**src/rtl/ps2_pkg.sv**
```systemverilog
// Shared constants and types for the PS/2 ASCII buffer slice.
// Holds the Set-2 control codes, modifier tag bit positions, the ASCII control
// characters produced by the lookup table, the FIFO entry type and the helper
// that folds Shift/Ctrl into a lowercase letter.
package ps2_pkg;

    // Set-2 control scancodes (consumed by the upstream decoder)
    localparam logic [7:0] LSHIFT = 8'h12;
    localparam logic [7:0] LCTRL  = 8'h14;
    localparam logic [7:0] LALT   = 8'h11;
    localparam logic [7:0] BREAK  = 8'hF0;

    // Bit positions inside the 3-bit modifier tag
    localparam int TAG_SHIFT = 2;
    localparam int TAG_CTRL  = 1;
    localparam int TAG_ALT   = 0;

    // ASCII control characters
    localparam logic [7:0] ASCII_CR    = 8'h0D;
    localparam logic [7:0] ASCII_BS    = 8'h08;
    localparam logic [7:0] ASCII_TAB   = 8'h09;
    localparam logic [7:0] ASCII_ESC   = 8'h1B;
    localparam logic [7:0] ASCII_SPACE = 8'h20;

    typedef struct packed {
        logic [2:0] tag;
        logic [7:0] ascii;
    } fifoEntry_t;

    // Ctrl beats Shift; Alt never changes the character; only letters are affected.
    function automatic logic [7:0] applyModifiers(input logic [7:0] lower, input logic [2:0] tag);
        logic [7:0] result;
        result = lower;
        if (lower >= 8'h61 && lower <= 8'h7A) begin
            if (tag[TAG_CTRL]) begin
                result = lower & 8'h1F;
            end else if (tag[TAG_SHIFT]) begin
                result = lower - 8'h20;
            end
        end
        return result;
    endfunction

endpackage

```
**src/rtl/ps2_set2_lut.sv**
```systemverilog
// Combinational Set-2 scancode to lowercase ASCII table.
// Ports:
//   iScan    in  8  Set-2 make code
//   oMapped  out 1  scancode has an ASCII translation
//   oAscii   out 8  unshifted ASCII (0 when unmapped)
module ps2_set2_lut
    import ps2_pkg::*;
(
    input  logic [7:0] iScan,
    output logic       oMapped,
    output logic [7:0] oAscii
);

    always_comb begin
        oMapped = 1'b1;
        oAscii  = 8'h00;
        case (iScan)
            8'h1C: oAscii = "a";
            8'h32: oAscii = "b";
            8'h21: oAscii = "c";
            8'h23: oAscii = "d";
            8'h24: oAscii = "e";
            8'h2B: oAscii = "f";
            8'h34: oAscii = "g";
            8'h33: oAscii = "h";
            8'h43: oAscii = "i";
            8'h3B: oAscii = "j";
            8'h42: oAscii = "k";
            8'h4B: oAscii = "l";
            8'h3A: oAscii = "m";
            8'h31: oAscii = "n";
            8'h44: oAscii = "o";
            8'h4D: oAscii = "p";
            8'h15: oAscii = "q";
            8'h2D: oAscii = "r";
            8'h1B: oAscii = "s";
            8'h2C: oAscii = "t";
            8'h3C: oAscii = "u";
            8'h2A: oAscii = "v";
            8'h1D: oAscii = "w";
            8'h22: oAscii = "x";
            8'h35: oAscii = "y";
            8'h1A: oAscii = "z";
            8'h45: oAscii = "0";
            8'h16: oAscii = "1";
            8'h1E: oAscii = "2";
            8'h26: oAscii = "3";
            8'h25: oAscii = "4";
            8'h2E: oAscii = "5";
            8'h36: oAscii = "6";
            8'h3D: oAscii = "7";
            8'h3E: oAscii = "8";
            8'h46: oAscii = "9";
            8'h29: oAscii = ASCII_SPACE;
            8'h5A: oAscii = ASCII_CR;
            8'h66: oAscii = ASCII_BS;
            8'h0D: oAscii = ASCII_TAB;
            8'h76: oAscii = ASCII_ESC;
            default: oMapped = 1'b0;
        endcase
    end

endmodule

```
**src/rtl/ps2_ascii_buffer.sv**
```systemverilog
// PS/2 scancode to ASCII translator with a first-word-fall-through FIFO.
// Three-stage pipeline: capture, table lookup + modifiers, FIFO write.
// Ports:
//   CLOCK, RESET         clock and asynchronous active-high reset
//   iTrig, iData, iTag   one-cycle make-code strobe, scancode, {Shift,Ctrl,Alt}
//   iAck                 pop the head entry (ignored when empty)
//   iClear               synchronous clear of oOverflow and oDrop
//   oValid, oAscii, oTag head entry (FWFT), valid when FIFO not empty
//   oCount               entries held, 0..DEPTH
//   oOverflow            sticky: mapped key lost to a full FIFO
//   oDrop                saturating count of unmapped scancodes
module ps2_ascii_buffer
    import ps2_pkg::*;
#(
    parameter int unsigned DEPTH = 8,
    parameter int unsigned AW    = 3
) (
    input  logic          CLOCK,
    input  logic          RESET,
    input  logic          iTrig,
    input  logic [7:0]    iData,
    input  logic [2:0]    iTag,
    input  logic          iAck,
    input  logic          iClear,
    output logic          oValid,
    output logic [7:0]    oAscii,
    output logic [2:0]    oTag,
    output logic [AW:0]   oCount,
    output logic          oOverflow,
    output logic [7:0]    oDrop
);

    logic          s1Vld;
    logic [7:0]    s1Data;
    logic [2:0]    s1Tag;
    logic          s2Vld;
    fifoEntry_t    s2Entry;

    fifoEntry_t    mem [DEPTH];
    logic [AW-1:0] wrPtr;
    logic [AW-1:0] rdPtr;
    logic [AW:0]   count;
    logic          overflow;
    logic [7:0]    dropCnt;

    logic          lutMapped;
    logic [7:0]    lutAscii;
    logic          fifoFull;
    logic          pop;
    logic          push;
    logic          ovEvent;
    logic          dropEvent;

    ps2_set2_lut uLut (
        .iScan   (s1Data),
        .oMapped (lutMapped),
        .oAscii  (lutAscii)
    );

    assign fifoFull  = (count == (AW+1)'(DEPTH));
    assign pop       = iAck && (count != '0);
    // A pop on the same edge frees the slot the write needs.
    assign push      = s2Vld && (!fifoFull || pop);
    assign ovEvent   = s2Vld && fifoFull && !pop;
    assign dropEvent = s1Vld && !lutMapped;

    // Pipeline stages 1 and 2
    always_ff @(posedge CLOCK or posedge RESET) begin
        if (RESET) begin
            s1Vld   <= 1'b0;
            s1Data  <= 8'h00;
            s1Tag   <= 3'b000;
            s2Vld   <= 1'b0;
            s2Entry <= '0;
        end else begin
            s1Vld <= iTrig;
            if (iTrig) begin
                s1Data <= iData;
                s1Tag  <= iTag;
            end
            s2Vld <= s1Vld && lutMapped;
            if (s1Vld) begin
                s2Entry.tag   <= s1Tag;
                s2Entry.ascii <= applyModifiers(lutAscii, s1Tag);
            end
        end
    end

    // Storage needs no reset: the head is masked while the FIFO is empty.
    always_ff @(posedge CLOCK) begin
        if (push) begin
            mem[wrPtr] <= s2Entry;
        end
    end

    always_ff @(posedge CLOCK or posedge RESET) begin
        if (RESET) begin
            wrPtr <= '0;
            rdPtr <= '0;
            count <= '0;
        end else begin
            if (push) begin
                wrPtr <= wrPtr + AW'(1);
            end
            if (pop) begin
                rdPtr <= rdPtr + AW'(1);
            end
            if (push && !pop) begin
                count <= count + (AW+1)'(1);
            end else if (pop && !push) begin
                count <= count - (AW+1)'(1);
            end
        end
    end

    // Status: a same-edge event wins over iClear.
    always_ff @(posedge CLOCK or posedge RESET) begin
        if (RESET) begin
            overflow <= 1'b0;
            dropCnt  <= 8'h00;
        end else begin
            if (ovEvent) begin
                overflow <= 1'b1;
            end else if (iClear) begin
                overflow <= 1'b0;
            end
            if (dropEvent) begin
                if (iClear) begin
                    dropCnt <= 8'h01;
                end else if (dropCnt != 8'hFF) begin
                    dropCnt <= dropCnt + 8'h01;
                end
            end else if (iClear) begin
                dropCnt <= 8'h00;
            end
        end
    end

    assign oValid    = (count != '0);
    assign oAscii    = oValid ? mem[rdPtr].ascii : 8'h00;
    assign oTag      = oValid ? mem[rdPtr].tag : 3'b000;
    assign oCount    = count;
    assign oOverflow = overflow;
    assign oDrop     = dropCnt;

endmodule

```
**config.mk**
```make
export PLATFORM = sky130hd
export DESIGN_NAME = ps2_ascii_buffer
export DESIGN_NICKNAME = d
export VERILOG_FILES = /design/src/rtl/ps2_pkg.sv /design/src/rtl/ps2_set2_lut.sv /design/src/rtl/ps2_ascii_buffer.sv
export SDC_FILE = /design/constraint.sdc
export NUM_CORES = 1
export LEC_CHECK = 0
export ABC_CLOCK_PERIOD_IN_PS = 3200
export CAP_MARGIN = 20
export CORE_ASPECT_RATIO = 1.4
export CORE_UTILIZATION = 35
export CTS_CLUSTER_DIAMETER = 40
export DETAILED_ROUTE_END_ITERATION = 7
export GPL_TIMING_DRIVEN = 0
export SLEW_MARGIN = 15
export SYNTH_ARGS = -nofsm -noshare
export SYNTH_HDL_FRONTEND = slang
export SYNTH_HIERARCHICAL = 1
export SYNTH_SLANG_ARGS = --single-unit
```
**constraint.sdc**
```tcl
create_clock -name CLOCK -period 3.2 [get_ports CLOCK]
set_clock_uncertainty 0.1 [all_clocks]
set_input_delay 0.64 -clock CLOCK [delete_from_list [all_inputs] [get_ports CLOCK]]
set_output_delay 0.64 -clock CLOCK [all_outputs]
set_load 0.03 [all_outputs]
```
==> results.txt, run 1 <==
----------------------------------------------------
[Outcome]
  Run status ... finished clean

[Flow run]
  Count of max-cap constraint violations ... 0

[Synthesis]
  Post-synthesis async set-or-reset flop share ... 0.3282
  Mean Syn Cell Area ... 13.28 um^2
  Net count of the mapped netlist ... 510
  Sequential area share after synthesis ... 0.5763
  Portion of synthesized cell area occupied by the leading cell type ... 0.4095
  Synthesized instance count ... 486
  Most used flip-flop cell after synthesis ... edfxtp_1
  Library cell with the largest summed area after synthesis ... edfxtp_1
  Post-synthesis cell area ... 0.006452 mm^2
  Count of state elements after synthesis ... 131
  Number of enable-type register cells in the synthesized netlist ... 88
  Area contributors post-synth ... edfxtp_1 (41%), dfrtp_1 (17%), mux4_2 (7.7%)
  Distinct cell type count after synthesis ... 79
  Count of warnings emitted by yosys ... 6

[Global route]
  Antenna violations before repair ... 0
  Maximum number of pins on one net before global-route repair ... 32
  First-pass GRT wire length ... 23750 um
  GRT Total Usage ... 0.1702
  Global-route congestion overflow total ... 0
  Via count of the first global-routing pass ... 4441

[Power]
  IR Drop Worst-Case VDD ... 0.3536 mV
  Net switching fraction of the power ... 0.3193
  Combinational power share ... 0.316
  Cell leakage power ... 2.979 nW
  Net switching power figure ... 1.988 mW
  Power per Cell Area ... 776.5 mW/mm^2
  Clock network fraction of total power ... 0.336
  Sequential fraction of design power ... 0.348
  Design internal power ... 4.237 mW

[Min path]
  Worst hold path type ... in2async

[Worst setup path]
  Data required time at the worst endpoint ... 3.42 ns
  Worst reg2reg setup slack ... 0.11 ns
  Worst Setup Start Kind ... register
  Arrival time reported for the critical path endpoint ... 3.32 ns
  Launch instance of the worst register-to-register path ... s1Data[5]
  Critical R2R Capture ... s2Entry[5]
  Number of cell instances on the worst register-to-register path ... 10
  Critical Path Fanout Max ... 10
  Critical Path End Type ... register
  Type of the worst setup path ... reg2reg

[Clock network]
  Clock net sink count ... 131
  CTS Buf Count ... 17
  Cell chosen for the clock root ... clkbuf_16
  CTS H-Tree Depth ... 4
  Later-pin clock latency in the skew report ... 0.42 ns
  Number of buffers inserted by hold repair at cts ... 0
  Buffer levels on the longest clock path ... 2
  Clock-pin slew of the registers on the worst-case setup and hold paths ... 0.06 ns
  CTS tree ... done

[Drt]
  Total number of vias ... 4418
  Number of remaining DRC errors ... 0
  Drt total wl ... 15140 um
  Average wire length per cell after detail routing ... 18.60 um
  DRT iter0 DRCs ... 196
  First drt pass iteration count ... 4
  Routed vias/inst ... 5.428
  ANT nets after route ... 0

[STA]
  Final period util ... 0.9672
  Max-slew violation count ... 0
  Transition at the pin with the smallest max-transition slack ... 0.7501 ns
  RSZ-0062 raised after global routing ... false
  Final setup vio count ... 0
  Worst hold slack after final layout ... 0.3823 ns
  Setup TNS ... 0 ns
  Peak clock frequency supported by timing ... 323.1 MHz
  Normalized max-slew margin ... 0.4999
  Number of endpoints with negative hold slack in the final report ... 0
  Min cycle time layout ... 3.095 ns

[Floorplan]
  DIE AREA ... 0.01899 mm^2
  Height of the die ... 162.7 um
  Starting utilization of the core area ... 0.3585
  Core region area ... 0.01800 mm^2
  Die X ... 116.8 um
  Io pins ... 41
  Standard-cell rows ... 58

[Final layout]
  Synth-to-layout area growth ... 24.24%
  Fraction of final layout cells with drive strength greater than 1 ... 0.2456
  Number of nets in the final layout ... 585
  Antenna Diode Count ... 0
  Filler cell count ... 1683

[Placed design]
  Number of port buffers ... 39
  Detailed-placement wirelength estimate ... 10830 um
  Final weighted congestion of routability-driven global placement ... 0.9535

----------------------------------------------------
## registers in the layout (all words and copies together) (netlist names)
register and flops:
mem 88, oCount 4, oDrop 8, oOverflow 1
rdPtr 3, s1Data 8, s1Tag 3, s1Vld 1
s2Entry 11, s2Vld 1, wrPtr 3
## final cells by class
| type | count | area, um^2 | area share |
|---|---|---|---|
| flip-flops and latches | 131 | 3720 | 0.4640 |
| multi-input cells | 308 | 2576 | 0.3214 |
| repair buffers | 56 | 528.0 | 0.06587 |
| clock buffers | 18 | 429.2 | 0.05354 |
| well taps | 240 | 300.3 | 0.03746 |
| clock inverters | 14 | 210.2 | 0.02622 |
| plain buffers | 31 | 192.7 | 0.02404 |
| inverters | 16 | 60.06 | 0.007492 |
## power by group through the flow
stage	Clock (mW)	Combinational (mW)	Sequential [mW]
finish	2.09	1.97	2.17
global route	2.20	2.13	2.19
CTS	2.13	1.98	2.17
floorplan	0	1.33	2.20
global placement	0	1.99	2.18
detailed placement	0	2.03	2.20
## per-layer routing
metal | up-vias | routed length, um | part of all wire | global-route usage
met5 | - | 0 | 0 | 0
met4 | 0 | 487 | 0.032 | 0.07883
met3 | 40 | 537 | 0.035 | 0.03573
met2 | 132 | 8084 | 0.53 | 0.3031
met1 | 2215 | 6028 | 0.40 | 0.1914
li1 | 2031 | - | - | -
## cell usage in the layout, fill, tap and decap left out, types with 7 or more instances in the layout
| cell | synthesis | layout |
|---|---|---|
| dlygate4sd2_1 | 0 | 11 |
| nor2_1 | 34 | 33 |
| dfrtp_1 | 43 | 42 |
| nand2_1 | 23 | 23 |
| nor3_1 | 17 | 15 |
| mux2i_1 | 15 | 15 |
| ha_1 | 7 | 7 |
| nand2b_1 | 13 | 13 |
| clkdlybuf4s50_1 | 0 | 28 |
| o21ai_0 | 7 | 7 |
| nor2b_1 | 10 | 9 |
| nand3_1 | 18 | 18 |
| mux4_2 | 22 | 22 |
| edfxtp_1 | 88 | 88 |
| buf_2 | 14 | 12 |
| buf_4 | 5 | 20 |
| inv_1 | 15 | 14 |
| nand4_1 | 9 | 9 |
| mux2_2 | 21 | 21 |
| a21oi_1 | 8 | 8 |
| clkbuf_16 | 0 | 17 |
## per-stage QoR
| stage | instance area [um^2] | setup slack, ns | cells | utilization | power, mW |
|---|---|---|---|---|---|
| after floorplan | 6452 | 0.3236 | 486 | - | 3.533 |
| after global placement | 7143 | -0.4320 | 765 | 0.3969 | 4.169 |
| after detailed placement | 7232 | -0.1047 | 772 | 0.4018 | 4.226 |
| after CTS | 7931 | 0.02825 | 809 | 0.4407 | 6.280 |
| after global routing | 8016 | 0.003646 | 814 | 0.4454 | 6.521 |
| final | 8016 | 0.1051 | 814 | 0.4454 | 6.225 |
## worst max-delay path by stage
| stage | start | endpoint | slack [ns] | cells past startpoint |
|---|---|---|---|---|
| detailed placement | s1Data[3] | oDrop[3] | -0.10 | 11 |
| global route | rdPtr[0] | oAscii[0] | 0.004 | 6 |
| floorplan | oCount[0] | oCount[3] | 0.32 | 11 |
| finish | s1Data[5] | s2Entry[5] | 0.11 | 10 |
| global placement | iAck | mem[0][2] | -0.43 | 6 |
| CTS | s1Data[4] | oDrop[3] | 0.03 | 11 |
## worst max-delay path: stages, from the launching register on
cell and delay [ns]:
dfrtp_1 0.48, buf_4 0.24, buf_2 0.25, nor3_1 0.11, a2bb2o_1 0.28, a31oi_1 0.28, nand3_1 0.20, or4_4 0.53
o21ai_4 0.18, nor3_1 0.08, a221oi_2 0.25
## cell families (layout without fill, tap and decap cells)
family                     after synthesis  after routing  share of synthesized area
and+or+nand+nor                        171            171                     0.1530
DFF                                    131            131                     0.5763
AOI/OAI and AO/OA                       61             61                    0.07039
muxes                                   58             58                     0.1367
buffers and inverters                   47            135                    0.03413
xor gates and xnor gates                 9              9                    0.01222
adders and majority gates                8              8                    0.01668
other                                    1              1                  0.0005812
## Yosys cell counts (all sizes together), types with 3 or more instances
master / instances
a21oi: 8
a31oi: 4
and3: 4
and4: 3
buf: 23
clkbuf: 8
dfrtp: 43
edfxtp: 88
ha: 7
inv: 16
mux2: 21
mux2i: 15
mux4: 22
nand2: 23
nand2b: 14
nand3: 18
nand3b: 3
nand4: 10
nand4b: 3
nor2: 35
nor2b: 10
nor3: 17
nor3b: 3
nor4: 7
nor4b: 3
o211ai: 3
o21ai: 9
o22ai: 3
or3: 3
or4: 5
xnor2: 6
xor2: 3
## timing repair
action	in CTS	in global routing
setup endpoints to repair	15	7
setup buffers	5	3
gates resized for setup	21	20
pin swaps	1	4
No activity file was read; power rests on OpenSTA's default activity.
==> inputs of run 2 (changes only) <==
--- a/config.mk
+++ b/config.mk
@@ -8,7 +8,7 @@
 export ABC_CLOCK_PERIOD_IN_PS = 3200
 export CAP_MARGIN = 20
 export CORE_ASPECT_RATIO = 1.4
-export CORE_UTILIZATION = 35
+export CORE_UTILIZATION = 45
 export CTS_CLUSTER_DIAMETER = 40
 export DETAILED_ROUTE_END_ITERATION = 7
 export GPL_TIMING_DRIVEN = 0
==> results.txt, run 2 (synthesis results as in run 1) <==
----------------------------------------------------
[Outcome]
  Run status ... finished clean

[Drt]
  Routed vias/inst ... 5.773
  DRT iter0 DRCs ... 288
  Average wire length per cell after detail routing ... 19.83 um
  Number of remaining DRC errors ... 0
  Drt total wl ... 14850 um
  First drt pass iteration count ... 5
  ANT nets after route ... 0
  Total number of vias ... 4324

[Min path]
  Worst hold path type ... in2async

[STA]
  Min cycle time layout ... 3.055 ns
  Final period util ... 0.9546
  Number of endpoints with negative hold slack in the final report ... 0
  Max-slew violation count ... 0
  Peak clock frequency supported by timing ... 327.4 MHz
  Normalized max-slew margin ... 0.3779
  Setup TNS ... 0 ns
  Transition at the pin with the smallest max-transition slack ... 0.9332 ns
  Worst Slack Setup Final ... 0.1453 ns
  Worst hold slack after final layout ... 0.3992 ns
  RSZ-0062 raised after global routing ... false
  Final setup vio count ... 0

[Final layout]
  Antenna Diode Count ... 0
  Synth-to-layout area growth ... 21.25%
  End-of-flow core utilization ... 0.5599
  Register area ... 0.003721 mm^2
  Number of cells in the finished layout apart from fillers ... 749
  Top reg by flops ... mem
  Filler cell count ... 1144
  Final Cell Area ... 0.007824 mm^2
  Area of the multi-input gates ... 0.002562 mm^2
  Commonest non-fill, non-tap cell in the layout ... edfxtp_1
  Fraction of final layout cells with drive strength greater than 1 ... 0.2287
  Number of nets in the final layout ... 575
  Number of flip-flops in the largest register ... 88
  Leading cell types in the layout, fill and taps excluded ... edfxtp_1 (88), dfrtp_1 (41), nor2_1 (31)
  Largest registers ... mem x88, s2Entry x11

[Global route]
  Maximum number of pins on one net before global-route repair ... 34
  Via count of the first global-routing pass ... 4441
  GRT Total Usage ... 0.2179
  Global-route congestion overflow total ... 0
  Antenna violations before repair ... 0
  First-pass GRT wire length ... 23520 um

[Worst setup path]
  Data required time at the worst endpoint ... 2.46 ns
  Count of cell instances traversed by the critical path ... 6
  Arrival time reported for the critical path endpoint ... 2.31 ns
  Critical Path Fanout Max ... 10
  Highest-delay cell along the critical path ... mux4_2
  Worst Setup Start Kind ... register
  Top delay family on crit path ... buffers and inverters
  Cell-by-cell listing of the critical path ... buf_2 > buf_6 > mux4_2 > mux2i_1 > nor2_1 > dlygate4sd2_1
  CP max stage delay ... 0.53 ns
  Type of the worst setup path ... reg2out
  Total buffers and inverters traversed by the critical path ... 3
  Number of cell instances on the worst register-to-register path ... 10
  Critical Path End Type ... output port

[Placed design]
  Placed instance area ... 0.007146 mm^2
  Number of port buffers ... 39
  Setup Slack @ Placement ... -0.1034 ns
  Detailed-placement wirelength estimate ... 10600 um
  Final weighted congestion of routability-driven global placement ... 0.9313
  Placed Cells ... 715

[Clock network]
  Cell chosen for the clock root ... clkbuf_16
  CTS Buf Count ... 17
  Number of buffers inserted by hold repair at cts ... 0
  Clock net sink count ... 131
  CTS tree ... done
  Buffer levels on the longest clock path ... 2
  Later-pin clock latency in the skew report ... 0.41 ns
  Clock-pin slew of the registers on the worst-case setup and hold paths ... 0.06 ns
  CTS H-Tree Depth ... 4

[Power]
  Power per Cell Area ... 779.4 mW/mm^2
  Cell leakage power ... 2.914 nW
  Net switching power figure ... 1.964 mW
  Clock network fraction of total power ... 0.330
  Design internal power ... 4.134 mW
  Final Total Pwr ... 6.098 mW
  Combinational power share ... 0.316
  IR Drop Worst-Case VDD ... 0.3110 mV
  Net switching fraction of the power ... 0.3221
  Sequential fraction of design power ... 0.355

[Floorplan]
  Height of the die ... 143.7 um
  DIE AREA ... 0.01483 mm^2
  Standard-cell rows ... 51
  Core region area ... 0.01397 mm^2
  Io pins ... 41
  Die X ... 103.2 um
  Starting utilization of the core area ... 0.4617

[Flow run]
  Count of max-cap constraint violations ... 0

----------------------------------------------------
==> run 2: what timing repair did <==
action,in CTS,in global routing
gates cloned,0,0
pin swaps,1,1
resized for setup,20,12
endpoints found under the hold margin,0,0
setup buffers,1,0
setup endpoints to repair,14,6
==> run 2: cell type report <==
cell class / count / area share
sequential: 131 / 0.4756
clock buffer: 19 / 0.05533
buffer: 30 / 0.02319
clock inverter: 13 / 0.02319
timing repair buffer: 47 / 0.05789
multi-input combinational: 308 / 0.3275
tap: 185 / 0.02959
inverter: 16 / 0.007676
==> run 2: power groups by stage <==
stage | sequential (mW) | combinational (mW) | clock (mW)
after CTS | 2.16 | 1.95 | 2.04
final | 2.16 | 1.92 | 2.01
after global placement | 2.18 | 1.97 | 0
after detailed placement | 2.19 | 2.01 | 0
after global routing | 2.19 | 2.09 | 2.12
after floorplan | 2.20 | 1.33 | 0
==> run 2: worst reg2reg max path: cells and delay by family, from the launching register on <==
family / cells / cell delay [ns]
AOI/OAI and AO/OA: 4 / 0.97
buffers and inverters: 1 / 0.20
DFF: 1 / 0.42
and+or+nand+nor: 5 / 1.29
==> run 2: routing by layer <==
layer | track usage | up-vias | share of wire
met1 | 0.2459 | 2175 | 0.38
met5 | 0 | - | 0
met2 | 0.3933 | 117 | 0.55
met3 | 0.04815 | 29 | 0.036
li1 | - | 2003 | -
met4 | 0.08599 | 0 | 0.027
==> run 2: worst paths after layout <==
kind	end	start	slack (ns)
max reg2reg	oDrop[3]	s1Data[2]	0.16
min	oDrop[7]	RESET	0.40
min in group CLOCK	s1Data[0]	s1Data[0]	0.41
max in group asynchronous	s1Data[4]	RESET	2.11
min reg2reg	s1Data[0]	s1Data[0]	0.41
max	oAscii[2]	rdPtr[0]	0.15
